## config.mk

```make
export PLATFORM = sky130hd
export DESIGN_NAME = pc_sequencer
export DESIGN_NICKNAME = d
export VERILOG_FILES = /design/src/rtl/pc_sequencer.sv
export SDC_FILE = /design/constraint.sdc
export NUM_CORES = 1
export LEC_CHECK = 0
export ABC_AREA = 1
export BUFFER_PORTS_ARGS = -buffer_cell sky130_fd_sc_hd__buf_2
export CORE_MARGIN = 4
export CORE_UTILIZATION = 48
export CTS_BUF_LIST = sky130_fd_sc_hd__clkbuf_4 sky130_fd_sc_hd__clkbuf_8 sky130_fd_sc_hd__clkbuf_16
export CTS_CLUSTER_SIZE = 40
export DETAILED_ROUTE_END_ITERATION = 7
export GPL_ROUTABILITY_DRIVEN = 0
export MAX_ROUTING_LAYER = met4
export PLACE_DENSITY = 0.81
export SLEW_MARGIN = 30
export SYNTH_ARGS = -nofsm -noshare
export SYNTH_HDL_FRONTEND = slang
export SYNTH_SLANG_ARGS = --single-unit
```

## constraint.sdc

```tcl
create_clock -name clk -period 2 [get_ports clk]
set_clock_uncertainty 0.2 [all_clocks]
set_input_delay 0.1 -clock clk [delete_from_list [all_inputs] [get_ports clk]]
set_output_delay 0.1 -clock clk [all_outputs]
set_load 0.01 [all_outputs]
```

## src/rtl/pc_sequencer.sv

```systemverilog
// Program-counter sequencer: BOOT/RUN/HALT control, redirect priority, and a retire counter.
// Define PC_MISALIGN_TRAP_EN to trap on misaligned jump/branch targets; otherwise their low bits are cleared.
module pc_sequencer #(
    parameter int          XLEN         = 32,
    parameter logic [31:0] RESET_VECTOR = 32'h0000_0000,
    parameter logic [31:0] TRAP_VECTOR  = 32'h0000_0100,
    parameter int          CNT_W        = 16
) (
    input  logic             clk,
    input  logic             rst_n,
    input  logic             stall_i,
    input  logic             branch_taken_i,
    input  logic [XLEN-1:0]  branch_target_i,
    input  logic             jump_i,
    input  logic [XLEN-1:0]  jump_target_i,
    input  logic             trap_i,
    input  logic             halt_i,
    input  logic             resume_i,
    output logic [XLEN-1:0]  pc_o,
    output logic [XLEN-1:0]  pc_plus4_o,
    output logic             fetch_valid_o,
    output logic             halted_o,
    output logic             misalign_o,
    output logic [CNT_W-1:0] retire_count_o
);

    // state | meaning
    // BOOT  | one cycle after reset, pc = RESET_VECTOR, no fetch
    // RUN   | fetching; pc redirected or advanced each cycle
    // HALT  | pc frozen until resume_i or trap_i
    typedef enum logic [1:0] {BOOT, RUN, HALT} state_t;

    localparam logic [XLEN-1:0] RST_PC  = XLEN'(RESET_VECTOR);
    localparam logic [XLEN-1:0] TRAP_PC = XLEN'(TRAP_VECTOR);

    state_t           state, state_nxt;
    logic [XLEN-1:0]  pc, pc_nxt;
    logic [CNT_W-1:0] cnt, cnt_nxt;
    logic [XLEN-1:0]  tgt;
    logic             tgt_sel;
    logic             mis_nxt;

    assign pc_plus4_o     = pc + XLEN'(4);
    assign pc_o           = pc;
    assign retire_count_o = cnt;
    assign fetch_valid_o  = (state == RUN);
    assign halted_o       = (state == HALT);

    always_comb begin
        state_nxt = state;
        pc_nxt    = pc;
        cnt_nxt   = cnt;
        mis_nxt   = 1'b0;
        tgt       = jump_i ? jump_target_i : branch_target_i;
        tgt_sel   = jump_i | branch_taken_i;
        case (state)
            BOOT: state_nxt = RUN;
            RUN: begin
                if (trap_i) begin
                    pc_nxt  = TRAP_PC;
                    cnt_nxt = cnt + CNT_W'(1);
                end else if (halt_i) begin
                    state_nxt = HALT;
                end else if (stall_i) begin
                    pc_nxt = pc;
                end else if (tgt_sel) begin
`ifdef PC_MISALIGN_TRAP_EN
                    if (tgt[1:0] != 2'b00) begin
                        pc_nxt  = TRAP_PC;
                        mis_nxt = 1'b1;
                    end else begin
                        pc_nxt = tgt;
                    end
`else
                    pc_nxt = tgt & ~XLEN'(3);
`endif
                    cnt_nxt = cnt + CNT_W'(1);
                end else begin
                    pc_nxt  = pc_plus4_o;
                    cnt_nxt = cnt + CNT_W'(1);
                end
            end
            HALT: begin
                if (trap_i) begin
                    state_nxt = RUN;
                    pc_nxt    = TRAP_PC;
                end else if (resume_i) begin
                    state_nxt = RUN;
                end
            end
            default: state_nxt = BOOT;
        endcase
    end

    always_ff @(posedge clk or negedge rst_n) begin
        if (!rst_n) begin
            state <= BOOT;
            pc    <= RST_PC;
            cnt   <= '0;
        end else begin
            state <= state_nxt;
            pc    <= pc_nxt;
            cnt   <= cnt_nxt;
        end
    end

`ifdef PC_MISALIGN_TRAP_EN
    logic mis;
    always_ff @(posedge clk or negedge rst_n) begin
        if (!rst_n) mis <= 1'b0;
        else        mis <= mis_nxt;
    end
    assign misalign_o = mis;
`else
    logic mis_unused;
    assign mis_unused = mis_nxt;
    assign misalign_o = 1'b0;
`endif

endmodule

```

==> results.toml <==
[outcome]
outcome = "finished, violations left"
failed_checks = "negative setup slack"

[layout]
fin_nets = 796
area.growth.synth_to_final_pct = 53.5
final_util_pct = 76.8
final_cell_area_um2 = 5280
layoutNonFillerInstCount = 819
drive_gt1_share_pct = 33.5
diodes = 0

[min_path]
hp-class = "in2reg"
hold_start = "branch_target_i[8]"

[floorplan]
die_height_um = 92.6
die-area_um2 = 8580
ios = 155
rows = 30
core_area_um2 = 6870
dieWidth_um = 92.6
start_util_pct = 50.1

[critical_path]
crit_type = "reg2out"
worstPathMaxFanout = 5
slowest_delay_ps = 410
reg2reg_from = "pc_o[2]$_DFFE_PN0P_"
slowest_stage = "dfrtp_1"
crit_required_ps = 1700
endpoint_kind = "output port"
startpoint = "pc_o[2]$_DFFE_PN0P_"
worst_setup_path_start_kind = "register"
path_buf_inv = 1
path_delay_family = "simple AND/OR/NAND/NOR gates"
critPathMostFrequentCell = "nand2_1"
crit_chain = "ha_2 > nand2_4 > nor2_4 > nand2_4 > nor2_4 > nand2_1 > nand2_1 > nand2_1 > buf_2"
cp.arrival_ps = 1790

[logic_synthesis]
synthCells = 500
synthAdderAreaFrac_pct = 0.728
avgSynthCellArea_um2 = 6.88
synth_top_family_by_area = "simple AND/OR/NAND/NOR gates"
ys_ff_latch = 48
synth_cell_types = 37
yosysTopAreaCell = "dfrtp_1"
synth-simple-area-share_pct = 41.5
synth_top_area_share_pct = 34.9
synthesis.area_um2 = 3440
yosysWarnings = 0
netlist_top_cells_area = "dfrtp_1 35%, nand2_1 25%, a22oi_1 5.2%"
ys_seq_area_share_pct = 34.9
synth_xor_area_share_pct = 7.35
synth-compound-area-share_pct = 7.82
synth.mux.area_fraction_pct = 0.328

[cts]
clk_latency_ps = 320
cts_tree = "yes"
cts.sinks = 48
ctsLongestPathBuffers = 2
numCtsBuffers = 5
h-tree-depth = 2
clk_pin_slew_ps = 90
ctsRootBufferMaster = "clkbuf_8"

[timing]
final_hold_viol_count = 0
whs_ps = 22.3
rsz0062_at_grt = "yes"
fin_crit_sh_pct = 104
layout_setup_ws_ps = -86.4
setup_viol = 13
period_needed_ps = 2090
finalMaxSlewViolations = 0
slew-limit-headroom_pct = 57.9
fmax_mhz = 479
tightest_slew_ps = 631

[routing]
first_pass_iters = 6
routed-via-count = 4186
avgViaCountPerCell = 5.11
wl_per_cell_um = 15.1
drtIter0Drc = 230
drt-total-wl_mm = 12.4
drc = 0
ant_nets = 0

[place]
dpl_cell_area_um2 = 4270
post-dp-hpwl_mm = 7.83
dp.cells = 732
pre_cts_slack_ps = 60.4
port-buffer-count = 145

[power]
powerDensity_nw_per_um2 = 1020
peakVddDrop_v = 0.000693
p_leak_nw = 2.77

[global_route]
grt_usage_pct = 29.8
grt_pass1_vias = 4360
grt_max_degree = 31
grt_overflow = 0
antenna_found_initial = 0
grt_pass1_wl_mm = 19.9

[job]
cap_violations = 0
flip-flops by register name, indices dropped and copies added, names as in the netlist:
| name | cells |
|---|---|
| retire_count_o | 16 |
| pc_o | 30 |
| state | 2 |
layout make-up:
type | instances | area [µm²]
Multi-Input combinational cell | 400 | 2160
Fill cell | 493 | 1590
Timing Repair Buffer | 230 | 1550
Sequential cell | 48 | 1210
Inverter | 37 | 139
Tap cell | 96 | 120
Clock buffer | 5 | 68.8
Clock inverter | 3 | 26.3
stage by stage:
step	total power, mW	setup TNS, ps
floorplan	3.17	0
global placement	4.17	0
detailed placement	4.25	0
CTS	5.18	-249
global route	5.75	-2560
finish	5.40	-598
report_power, final:
part	total, mW	internal (mW)	switching [mW]
sequential	1.84	1.34	0.502
clock	0.642	0.258	0.383
combinational	2.92	1.26	1.66
total	5.40	2.85	2.55
per-layer routing:
layer  up-vias  part of all wire [%]  routed length [µm]  GRT usage (%)
met2       210                    51                6380           54.2
met5         -                     0                   0              -
met1      1951                    39                4840           32.7
met3        34                   7.1                 887           4.79
met4         0                   2.4                 301           10.9
li1       1991                     -                   -              -
Yosys cell counts, drive strengths merged:
cell	number
xnor2	10
a22o	2
nand4	4
nand3b	7
dfrtp	48
nand2	238
mux2	1
a21o	1
ha	2
o21ai	7
a21oi	2
nand3	16
conb	1
nor2	52
inv	37
nor3	6
xor2	18
a221oi	1
buf	11
o22ai	1
a22oi	24
and2	3
clkbuf	8
cell usage in the layout (no fill, tap or decap), types with 10 or more instances in the layout:
cell and instances:
buf_4 21, dfrtp_1 37, nor2_4 14, a22oi_1 24, nand2_1 228, inv_1 32, nand3_1 13, dlygate4sd3_1 62
buf_2 144, nor2_1 29, xor2_1 10, dfrtp_2 11
kinds of logic (layout without fill, tap and decap cells):
kind of cell	count (synthesis)	after routing
buf+inv	56	275
other cells	1	5
simple gates	326	326
fa+ha+maj	2	2
flops	48	48
xor+xnor	28	28
compound gates	38	38
mux	1	1
final timing paths:
path	depth (start not counted)	end	slack [ps]
setup / recovery	9	pc_plus4_o[26]	-90
hold / removal	5	pc_o[8]$_DFFE_PN0P_	20
setup reg to reg	5	pc_o[2]$_DFFE_PN0P_	120
hold reg to reg	1	retire_count_o[15]$_DFFE_PN0P_	280
max in group asynchronous	3	state[1]$_DFFE_PN0P_	890
min in group asynchronous	2	pc_o[10]$_DFFE_PN0P_	130
worst register-to-register path, stage by stage, from the launching register on:
cell	delay (ps)
dfrtp_1	430
buf_4	150
nor3_1	180
a221oi_1	80
dlygate4sd3_1	610
o22ai_1	160
what timing repair did:
action                                  4_1_cts  5_1_grt
endpoints found under the setup margin       21       26
pin swaps                                    17       10
gates resized for setup                      27       17
cloned                                        0        0
hold buffers                                 62        0
buffers inserted                             11        6
hold endpoints to repair                     55        0
Note: power is estimated with default switching activity, not from simulation.
